$ cat src/rtl/uart_cmd_bridge.sv
// Host command parser between uart_rx/uart_tx and the DSP register file / APU RAM.
// Each command produces DSP/RAM side effects and exactly one reply byte.
module uart_cmd_bridge #(
    parameter int unsigned TIMEOUT_CYCLES = 1843200,
    parameter int unsigned READ_LATENCY   = 2,
    parameter int unsigned RESET_CYCLES   = 16,
    parameter logic [7:0]  ACK_BYTE       = 8'hAA,
    parameter logic [7:0]  NAK_BYTE       = 8'hEE,
    parameter logic [7:0]  PING_BYTE      = 8'h5A
) (
    input  logic        clock,
    input  logic        reset,
    input  logic [7:0]  in_uart_byte,
    input  logic        in_uart_byte_ready,
    output logic [7:0]  tx_byte,
    output logic        tx_write,
    input  logic        tx_ready,
    output logic [7:0]  dsp_reg_address,
    output logic [7:0]  dsp_reg_data_in,
    output logic        dsp_reg_write_enable,
    input  logic [7:0]  dsp_reg_data_out,
    output logic [15:0] ram_address,
    output logic [7:0]  ram_data,
    output logic        ram_write_enable,
    output logic        dsp_reset,
    output logic        overrun,
    output logic        busy
);

    localparam logic [2:0] StIdle   = 3'd0;
    localparam logic [2:0] StArg    = 3'd1;
    localparam logic [2:0] StExec   = 3'd2;
    localparam logic [2:0] StRdWait = 3'd3;
    localparam logic [2:0] StRst    = 3'd4;
    localparam logic [2:0] StSend   = 3'd5;
    localparam logic [2:0] StGuard  = 3'd6;

    localparam logic [7:0] OpRegWr  = 8'h01;
    localparam logic [7:0] OpRegRd  = 8'h02;
    localparam logic [7:0] OpRamWr  = 8'h03;
    localparam logic [7:0] OpDspRst = 8'h04;
    localparam logic [7:0] OpPing   = 8'h05;

    localparam logic [20:0] TimeoutLast = 21'(TIMEOUT_CYCLES - 1);
    localparam logic [7:0]  RdLast      = 8'(READ_LATENCY - 1);
    localparam logic [7:0]  RstLast     = 8'(RESET_CYCLES - 1);
    localparam logic [7:0]  GuardLast   = 8'd1;

    logic [2:0]  state_q, state_d;
    logic [7:0]  op_q, op_d;
    logic [1:0]  idx_q, idx_d;
    logic [7:0]  arg_q [3];
    logic [7:0]  arg_d [3];
    logic [20:0] timeout_q, timeout_d;
    logic [7:0]  cnt_q, cnt_d;
    logic [7:0]  reply_q, reply_d;
    logic        overrun_q, overrun_d;
    logic [7:0]  reg_addr_q, reg_addr_d;
    logic [7:0]  reg_data_q, reg_data_d;
    logic [15:0] ram_addr_q, ram_addr_d;
    logic [7:0]  ram_data_q, ram_data_d;
    logic        start_cmd;
    logic        exec_reg_wr, exec_reg_rd, exec_ram_wr;

    function automatic logic [1:0] num_args(input logic [7:0] op);
        case (op)
            OpRegWr: return 2'd2;
            OpRegRd: return 2'd1;
            OpRamWr: return 2'd3;
            default: return 2'd0;
        endcase
    endfunction

    always_comb begin
        state_d    = state_q;
        op_d       = op_q;
        idx_d      = idx_q;
        arg_d      = arg_q;
        timeout_d  = timeout_q;
        cnt_d      = cnt_q;
        reply_d    = reply_q;
        overrun_d  = overrun_q;
        reg_addr_d = reg_addr_q;
        reg_data_d = reg_data_q;
        ram_addr_d = ram_addr_q;
        ram_data_d = ram_data_q;
        start_cmd  = 1'b0;

        case (state_q)
            StIdle: start_cmd = in_uart_byte_ready;
            StArg: begin
                if (timeout_q == TimeoutLast) begin
                    // Expiry drops the partial command; a coincident byte opens the next one
                    state_d   = StIdle;
                    timeout_d = '0;
                    start_cmd = in_uart_byte_ready;
                end else if (in_uart_byte_ready) begin
                    for (int i = 0; i < 3; i++) begin
                        if (idx_q == 2'(i)) arg_d[i] = in_uart_byte;
                    end
                    idx_d     = idx_q + 2'd1;
                    timeout_d = '0;
                    if (idx_q == num_args(op_q) - 2'd1) state_d = StExec;
                end else begin
                    timeout_d = timeout_q + 21'd1;
                end
            end
            StExec: begin
                state_d = StSend;
                case (op_q)
                    OpRegWr: begin
                        reg_addr_d = arg_q[0];
                        reg_data_d = arg_q[1];
                        reply_d    = ACK_BYTE;
                    end
                    OpRegRd: begin
                        reg_addr_d = arg_q[0];
                        cnt_d      = '0;
                        state_d    = StRdWait;
                    end
                    OpRamWr: begin
                        ram_addr_d = {arg_q[0], arg_q[1]};
                        ram_data_d = arg_q[2];
                        reply_d    = ACK_BYTE;
                    end
                    OpDspRst: begin
                        cnt_d   = '0;
                        state_d = StRst;
                    end
                    OpPing:  reply_d = PING_BYTE;
                    default: reply_d = NAK_BYTE;
                endcase
            end
            StRdWait: begin
                if (cnt_q == RdLast) begin
                    reply_d = dsp_reg_data_out;
                    state_d = StSend;
                end else begin
                    cnt_d = cnt_q + 8'd1;
                end
            end
            StRst: begin
                if (cnt_q == RstLast) begin
                    reply_d = ACK_BYTE;
                    state_d = StSend;
                end else begin
                    cnt_d = cnt_q + 8'd1;
                end
            end
            StSend: begin
                if (tx_ready) begin
                    cnt_d   = '0;
                    state_d = StGuard;
                end
            end
            StGuard: begin
                if (cnt_q == GuardLast) state_d = StIdle;
                else cnt_d = cnt_q + 8'd1;
            end
            default: state_d = StIdle;
        endcase

        if (start_cmd) begin
            op_d      = in_uart_byte;
            idx_d     = '0;
            timeout_d = '0;
            state_d   = (num_args(in_uart_byte) != 2'd0) ? StArg : StExec;
        end

        if (in_uart_byte_ready && state_q != StIdle && state_q != StArg) overrun_d = 1'b1;
    end

    always_ff @(posedge clock) begin
        if (reset) begin
            state_q    <= StIdle;
            op_q       <= '0;
            idx_q      <= '0;
            for (int i = 0; i < 3; i++) arg_q[i] <= '0;
            timeout_q  <= '0;
            cnt_q      <= '0;
            reply_q    <= '0;
            overrun_q  <= 1'b0;
            reg_addr_q <= '0;
            reg_data_q <= '0;
            ram_addr_q <= '0;
            ram_data_q <= '0;
        end else begin
            state_q    <= state_d;
            op_q       <= op_d;
            idx_q      <= idx_d;
            arg_q      <= arg_d;
            timeout_q  <= timeout_d;
            cnt_q      <= cnt_d;
            reply_q    <= reply_d;
            overrun_q  <= overrun_d;
            reg_addr_q <= reg_addr_d;
            reg_data_q <= reg_data_d;
            ram_addr_q <= ram_addr_d;
            ram_data_q <= ram_data_d;
        end
    end

    // EXEC drives fresh values straight from the argument bytes; they are held afterwards
    assign exec_reg_wr = (state_q == StExec) && (op_q == OpRegWr);
    assign exec_reg_rd = (state_q == StExec) && (op_q == OpRegRd);
    assign exec_ram_wr = (state_q == StExec) && (op_q == OpRamWr);

    assign dsp_reg_address      = (exec_reg_wr || exec_reg_rd) ? arg_q[0] : reg_addr_q;
    assign dsp_reg_data_in      = exec_reg_wr ? arg_q[1] : reg_data_q;
    assign dsp_reg_write_enable = exec_reg_wr;
    assign ram_address          = exec_ram_wr ? {arg_q[0], arg_q[1]} : ram_addr_q;
    assign ram_data             = exec_ram_wr ? arg_q[2] : ram_data_q;
    assign ram_write_enable     = exec_ram_wr;
    assign dsp_reset            = (state_q == StRst);
    assign tx_write             = (state_q == StSend) && tx_ready;
    assign tx_byte              = reply_q;
    assign overrun              = overrun_q;
    assign busy                 = (state_q != StIdle);

endmodule

$ cat config.mk
export PLATFORM = sky130hd
export DESIGN_NAME = uart_cmd_bridge
export DESIGN_NICKNAME = d
export VERILOG_FILES = /design/src/rtl/uart_cmd_bridge.sv
export SDC_FILE = /design/constraint.sdc
export NUM_CORES = 1
export LEC_CHECK = 0
export CELL_PAD_IN_SITES_DETAIL_PLACEMENT = 0
export CELL_PAD_IN_SITES_GLOBAL_PLACEMENT = 2
export CORE_UTILIZATION = 33
export DETAILED_ROUTE_END_ITERATION = 6
export MAX_ROUTING_LAYER = met4
export PLACE_DENSITY_LB_ADDON = 0.1
export SLEW_MARGIN = 10
export SYNTH_ARGS = -nofsm -noshare
export SYNTH_HDL_FRONTEND = slang
export SYNTH_SLANG_ARGS = --single-unit
export TNS_END_PERCENT = 1
$ cat constraint.sdc
create_clock -name clock -period 3 [get_ports clock]
set_clock_uncertainty 0.15 [all_clocks]
set_input_delay 0.3 -clock clock [delete_from_list [all_inputs] [get_ports clock]]
set_output_delay 0.3 -clock clock [all_outputs]
set_load 0.02 [all_outputs]
# == Word level (Yosys, flattened, before mapping) ==
# Cells that the tools add are included.
# totals
input_bits,20
register_bits,115
out_inout_bits,54
# op_classes
bitwise,1
n_eq_ne,35
add_sub_neg,4
n_reduce_logical,28
muxes,34
# op_table
cell,count
$mux W8,9
$pmux W8 S3,2
$mux W21,2
$eq A8 B2 Y1 const B,4
$pmux W8 S4,1
$eq A8 B1 Y1 const B,3
$mux W3,8
$add A21 B1 Y21 const B,1
$eq A21 B21 Y1 const B,1
$pmux W3 S7,1
$eq A8 B3 Y1 const B,2
$mux W16,1
$reduce_and A4 Y1,4
$ne A2 B2 Y1 const B,7
$pmux W2 S3,2
$mux W2,5
$reduce_or A2 Y1,5
$eq A3 B3 Y1 const B,3
$ne A3 B3 Y1 const B,3
$add A8 B1 Y8 const B,1
$eq A8 B4 Y1 const B,1
$ne A4 B4 Y1 const B,2
$reduce_and A7 Y1,1
$eq A3 B2 Y1 const B,2
other kinds (22),31

# == Depth between registers and ports, before layout ==
# Gate-level depths: netlist (run 1).
# depth
ltp_word,12
depth_mapped,10
ltp_nobuf,8

# == Worst setup path after synthesis (run 1) ==
# OpenSTA, ideal clock, no wires.
# synth_timing
kind,register to output
from,register op_q[4]
to,output ram_address[10]
setup_slack_ps,561
stages_incl_launch_ff,7
t_required_ps,2550
arrival_time_ps,1989
path_cell_list,dfxtp_1 -> or4_1 -> or3_4 -> nor2_4 -> nand3_4 -> buf_6 -> mux2_4
# synth_via
elab_chain_len,3
# synth_lines
element,line,rtl
from (decl),50,"logic [7:0] op_q, op_d;"
from (signal assigned),189,op_q <= op_d;
$eq A8 B2 Y1,206,assign exec_ram_wr = (state_q == StExec) && (op_q == OpRamWr);
$logic_and A1 B1 Y1,206,
$mux W16,211,"assign ram_address = exec_ram_wr ? {arg_q[0], arg_q[1]} : ram_addr_q;"
to (decl),22,"output logic [15:0] ram_address,"
# No other way between the ends.

# == Worst setup path in the final report (run 1) ==
# layout_timing
from,register op_q[4]
to,output ram_data[3]
# layout_via
elab_chain_len,3
# layout_lines
element,line,rtl
$eq A8 B2 Y1,206,
$logic_and A1 B1 Y1,206,
$mux W8,212,assign ram_data = exec_ram_wr ? arg_q[2] : ram_data_q;
to (decl),23,"output logic [7:0] ram_data,"
# No other way between the ends.

==> results of run 1 <==
-- cells by family (layout without fill, tap and decap cells) --
kind of cell / after synthesis / count (layout) / synth area share
simple gates: 243 / 243 / 0.234
compound gates: 120 / 120 / 0.146
flops: 115 / 115 / 0.437
mux: 49 / 49 / 0.117
buf+inv: 44 / 136 / 0.0364
xor+xnor: 9 / 9 / 0.0150
fa+ha+maj: 6 / 6 / 0.0143
-- flip-flops by register name, summed over array words and instances (netlist names) --
register	cells
ram_data_q	8
overrun	1
timeout_q	21
op_q	8
state_q	3
idx_q	2
reg_data_q	8
cnt_q	8
tx_byte	8
arg_q	24
ram_addr_q	16
reg_addr_q	8
-- worst max-delay path by stage --
stage | to | slack (ns) | cells after the start
finish | ram_data[3] | 0.005 | 7
global placement | dsp_reg_address[7] | 0.06 | 7
CTS | dsp_reg_address[2] | -0.12 | 7
floorplan | ram_address[10] | 0.56 | 6
global route | ram_data[3] | -0.09 | 7
detailed placement | dsp_reg_address[2] | 0.02 | 7
-- synth_stat cells, drive strengths merged (2+ instances only) --
library cell / number / share of area
ha: 6 / 0.014
mux2i: 8 / 0.015
a211oi: 11 / 0.016
a41oi: 2 / 0.0033
nor2: 56 / 0.041
a311o: 2 / 0.0038
or3b: 2 / 0.0033
nand4: 3 / 0.0036
nand2: 62 / 0.044
nor3b: 3 / 0.0043
nand3: 42 / 0.042
buf: 12 / 0.014
clkbuf: 20 / 0.014
nand3b: 3 / 0.0043
a311oi: 15 / 0.025
or3: 2 / 0.0033
a31oi: 4 / 0.0048
inv: 12 / 0.0086
xnor2: 9 / 0.015
nor2b: 42 / 0.050
a21oi: 48 / 0.046
a211o: 2 / 0.0033
or4: 2 / 0.0029
mux2: 41 / 0.10
o21ai: 20 / 0.020
a22oi: 8 / 0.011
nor4: 5 / 0.0083
dfxtp: 115 / 0.44
and3: 4 / 0.0048
nor3: 10 / 0.010
-- critical path, delay by kind of cell, from the launching register on --
family | cells | cell delay [ns]
simple gates | 4 | 1.16
mux | 1 | 0.30
buf+inv | 2 | 0.36
flops | 1 | 0.31
-- what timing repair did --
item / CTS / global route
pin swaps: 0 / 1
endpoints found under the setup margin: 42 / 32
gates resized for setup: 160 / 33
gates cloned: 0 / 0
hold buffers: 0 / 0
-- power by group through the flow --
stage	clock network, mW	registers (mW)	logic [mW]
after detailed placement	0	1.78	1.26
after CTS	2.12	1.75	1.28
after floorplan	0	1.78	0.810
final	2.07	1.75	1.27
after global routing	2.20	1.76	1.39
after global placement	0	1.78	1.26
-- final cells by class --
type,count,share of cell area
Clock buffer,23,0.0702
Sequential cell,115,0.338
Timing Repair Buffer,93,0.116
Clock inverter,8,0.0185
Tap cell,211,0.0388
Multi-Input combinational cell,427,0.412
Inverter,12,0.00661
-- stage by stage --
stage / setup slack (ns) / TNS (ns) / hold WS, ns
6_report: 0.00514 / 0 / 0.208
5_1_grt: -0.0942 / -2.35 / 0.210
4_1_cts: -0.123 / -0.337 / 0.192
3_5_place_dp: 0.0232 / 0 / 0.291
3_3_place_gp: 0.0639 / 0 / 0.306
2_1_floorplan: 0.561 / 0 / 0.284
-- per-layer routing --
metal	global-route usage	vias up	share of wire	wire length [um]
met2	0.273	78	0.46	6190
met1	0.222	2103	0.49	6620
li1	-	2251	-	-
met4	0.0644	0	0.014	187
met5	-	-	0	0
met3	0.0442	10	0.040	541
==> flow_summary.ini, run 1 <==
[yosys]
synth_cell_types = 55
yosys_most_used_dff = dfxtp_1
netlist_instances = 586
yosysWarnings = 0
syn_avg_cell_area_um2 = 8.98
syn_area_mm2 = 0.00526
seq_area_frac_synth = 0.437
synth_seq_cells = 115
synth.net_count = 612
synthArstFlopShare = 0
synth-edff-count = 0

[global_route]
grt_overflow = 0
grt.total_usage = 0.176
grt_max_degree = 38
antenna_found_initial = 0
grt_pass1_wl_um = 21600
grt_pass1_vias = 4207

[floorplanning]
dieArea_mm2 = 0.0165
coreArea_mm2 = 0.0154
rows = 45
fp.dieH_um = 128
ios = 74
start_util = 0.342
die_w_um = 128

[power_and_ir_drop]
pwr_density_cell_mw_per_mm2 = 747
seq_power_share = 0.343
p_leak_nw = 2.60
finalPower_mw = 5.09
internal_power_mw = 3.51
switchingPower_mw = 1.57
p_clk_frac = 0.406
comb_power_share = 0.250
ir_drop_v = 0.000552
p_sw_frac = 0.309

[route]
avgViaCountPerCell = 5.00
first_pass_iters = 4
ant_nets = 0
finalWirelength_um = 13500
post_drt_wl_per_cell_um = 15.2
drc_errors = 0
num_vias = 4442
drt_iter0_drc = 257

[clocking]
clk_pin_slew_worst_paths_ns = 0.06
post_cts_buffers = 0
clk_latency_ns = 0.41
cts-root-buf = clkbuf_16
cts_sinks = 115
cts-buffers-inserted = 17
htree_levels = 4
cts_tree = built
cts_buffer_depth = 2

[worst_setup_path]
max_stage_delay_ns = 0.53
cp.arrival_ns = 2.54
reg2reg_slack_ns = 0.45
reg2reg_depth = 8
startpoint_type = register
regToRegEndpoint = cnt_q[2]$_SDFFE_PP0P_
cp-startpoint = op_q[4]$_SDFFE_PP0P_
slowest_stage = or4_4
crit_required_ns = 2.55
crit_fanout = 12
crit_path_end_kind = primary output
path_cells = or4_4, or3_4, nor2_4, nand3_4, buf_12, mux2_4, buf_2
path_class = register to primary output
r2r_start = cnt_q[0]$_SDFFE_PP0P_

[cells_and_area]
layout_commonest_cell = dfxtp_1
regArea_mm2 = 0.00230
postLayoutCellArea_mm2 = 0.00681
num_antenna_cells = 0
utilization = 0.443
final_cell_mix = 115 x dfxtp_1, 62 x nand2_1, 55 x nor2_1, 47 x a21oi_1, 42 x nor2b_1
nNetsFinal = 692
multi_input_area_mm2 = 0.00280
final_cells = 889
drive_gt1_frac = 0.212
n_fill_cell = 1528
syn_to_final_growth_pct = 29.5

[timing]
tightest_slew_ns = 0.731
hold_viol_final = 0
period_share = 0.998
post-route-min-period_ns = 2.99
maxSlewViolCount = 0
max_freq_mhz = 334
rsz0062_at_grt = yes
worst_slew_margin_rel = 0.513
setup-violations-final = 0

[min_path]
min_path_type = primary input to register
min_path_cells = 2
hold_start = reset
holdPathEnd = op_q[1]$_SDFFE_PP0P_

[placement]
dpl.cell_count = 858
dp_hpwl_um = 9280
portBuffers = 73
gp_congestion = 0.798
dpl-instance-area_mm2 = 0.00630

[run]
drv_cap = 0

[status]
outcome = finished clean
Power figures use the tool's default switching activity.
==> inputs of run 2 (changes only) <==
==> constraint.sdc (replaced) <==
create_clock -name clock -period 3 [get_ports clock]
set_clock_uncertainty 0.15 [all_clocks]
set_input_delay 0.6 -clock clock [delete_from_list [all_inputs] [get_ports clock]]
set_output_delay 0.6 -clock clock [all_outputs]
set_load 0.02 [all_outputs]
==> flow_summary.ini, run 2 (same netlist as run 1, synthesis figures left out) <==
[power_and_ir_drop]
comb_power_share = 0.270
seq_power_share = 0.340
p_sw_frac = 0.312
p_clk_frac = 0.389
internal_power_mw = 3.50
ir_drop_v = 0.000475
pwr_density_cell_mw_per_mm2 = 733
p_leak_nw = 2.69
switchingPower_mw = 1.59
finalPower_mw = 5.09

[floorplanning]
ios = 74
coreArea_mm2 = 0.0154
dieArea_mm2 = 0.0165
rows = 45
start_util = 0.342
die_w_um = 128
fp.dieH_um = 128

[cells_and_area]
postLayoutCellArea_mm2 = 0.00694
drive_gt1_frac = 0.237
final_cell_mix = 114 x dfxtp_1, 62 x nand2_1, 55 x nor2_1, 47 x a21oi_1, 42 x nor2b_1
layout_commonest_cell = dfxtp_1
syn_to_final_growth_pct = 32.0
regMostFlops = arg_q
num_antenna_cells = 0
largest_register_ffs = 24
top_regs = arg_q: 24 flops, timeout_q: 21 flops, ram_addr_q: 16 flops
nNetsFinal = 707

[global_route]
grt_use_met1 = 0.238
grt_overflow = 0
grt_max_degree = 86
met2_usage = 0.269
grt.total_usage = 0.181
grtUsageMet3 = 0.0501
antenna_found_initial = 0
grt_pass1_vias = 4313
grt_busiest_layer = met2
grt_pass1_wl_um = 22400

[route]
avgViaCountPerCell = 4.98
num_vias = 4501
ant_nets = 0
finalWirelength_um = 13800
drt_iter0_drc = 199
first_pass_iters = 4
post_drt_wl_per_cell_um = 15.2
drc_errors = 0

[timing]
maxSlewViolCount = 0
setup-violations-final = 40
post-route-min-period_ns = 3.26
setup_tns_ns = -9.08
max_freq_mhz = 307
period_share = 1.09
fin_ws_ns = -0.257
tightest_slew_ns = 0.773
rsz0062_at_grt = yes
worst_slew_margin_rel = 0.484
hold_viol_final = 0

[placement]
dp_hpwl_um = 9240
dpl-instance-area_mm2 = 0.00643
portBuffers = 73
gp_congestion = 0.791

[clocking]
clk_latency_ns = 0.41
cts_sinks = 115
cts_tree = built
clk_pin_slew_worst_paths_ns = 0.06
cts_buffer_depth = 2
cts-buffers-inserted = 17
post_cts_buffers = 0
htree_levels = 4
ctsHoldBuffers = 0
cts-root-buf = clkbuf_16

[worst_setup_path]
slowest_stage = or4_4
crit_path_end_kind = primary output
reg2reg_depth = 7
max_stage_delay_ns = 0.53
path_cells = or4_4, or3_4, nor2_4, nand3_4, buf_12, mux2_4, buf_2
startpoint_type = register
cp.arrival_ns = 2.51
crit_fanout = 16
path_class = register to primary output
crit_required_ns = 2.25

[min_path]
min_path_cells = 2
min_path_type = register to register

[status]
violations = setup timing
outcome = finished, violations left

[run]
drv_cap = 0
-- run 2: cell types whose count changed in the layout (fill, tap and decap cells not counted), sizes merged --
cell           previous run  this run
buf                      59        78
clkinv                    2         6
clkbuf                   25        22
clkinvlp                  3         1
bufinv                    3         2
clkdlybuf4s15             1         0
clkdlybuf4s50            30        29
dlygate4sd2               1         0
dlymetal6s2s              0         1
-- run 2: cell type report --
cell class,instances,area (um^2)
sequential,115,2300
multi-input combinational,427,2790
clock inverter,9,105
fill,1509,8430
tap,211,264
inverter,12,45.0
timing repair buffer,108,963
clock buffer,22,474
-- run 2: routing by layer --
layer,part of all wire,wire length [um]
met3,0.032,438
met4,0.0076,104
met2,0.45,6220
met1,0.51,7010
met5,0,0
-- run 2: path summary, 6_finish.rpt --
kind / slack (ns) / endpoint / startpoint
min: 0.31 / arg_q[5]$_SDFFE_PP0P_ / arg_q[5]$_SDFFE_PP0P_
min reg2reg: 0.31 / arg_q[5]$_SDFFE_PP0P_ / arg_q[5]$_SDFFE_PP0P_
max: -0.26 / ram_address[2] / op_q[4]$_SDFFE_PP0P_
max reg2reg: 0.44 / cnt_q[5]$_SDFFE_PP0P_ / cnt_q[0]$_SDFFE_PP0P_
-- run 2: through the flow --
stage                util  hold WS [ns]  std cells  worst slack, ns
floorplan               -         0.284        586            0.261
detailed placement  0.418         0.294        873           -0.302
finish              0.452         0.306        904           -0.257
global route        0.452         0.326        904           -0.338
global placement    0.418         0.301        873           -0.253
CTS                 0.448         0.307        904           -0.315
-- run 2: critical path: cells and delay by family, from the launching register on --
family / cells / cell delay [ns]
and+or+nand+nor: 4 / 1.13
buffers and inverters: 2 / 0.34
DFF: 1 / 0.32
muxes: 1 / 0.30
-- run 2: repair_timing --
action | in CTS | in global routing
endpoints found under the setup margin | 42 | 43
pin swaps | 1 | 1
endpoints found under the hold margin | 0 | 0
resized for setup | 195 | 21
-- run 2: power by group through the flow --
stage	combinational (mW)	sequential [mW]	clock (mW)
6_report	1.38	1.73	1.98
5_1_grt	1.53	1.74	2.11
4_1_cts	1.39	1.73	2.04
3_5_place_dp	1.37	1.76	0
3_3_place_gp	1.37	1.76	0
2_1_floorplan	0.810	1.78	0
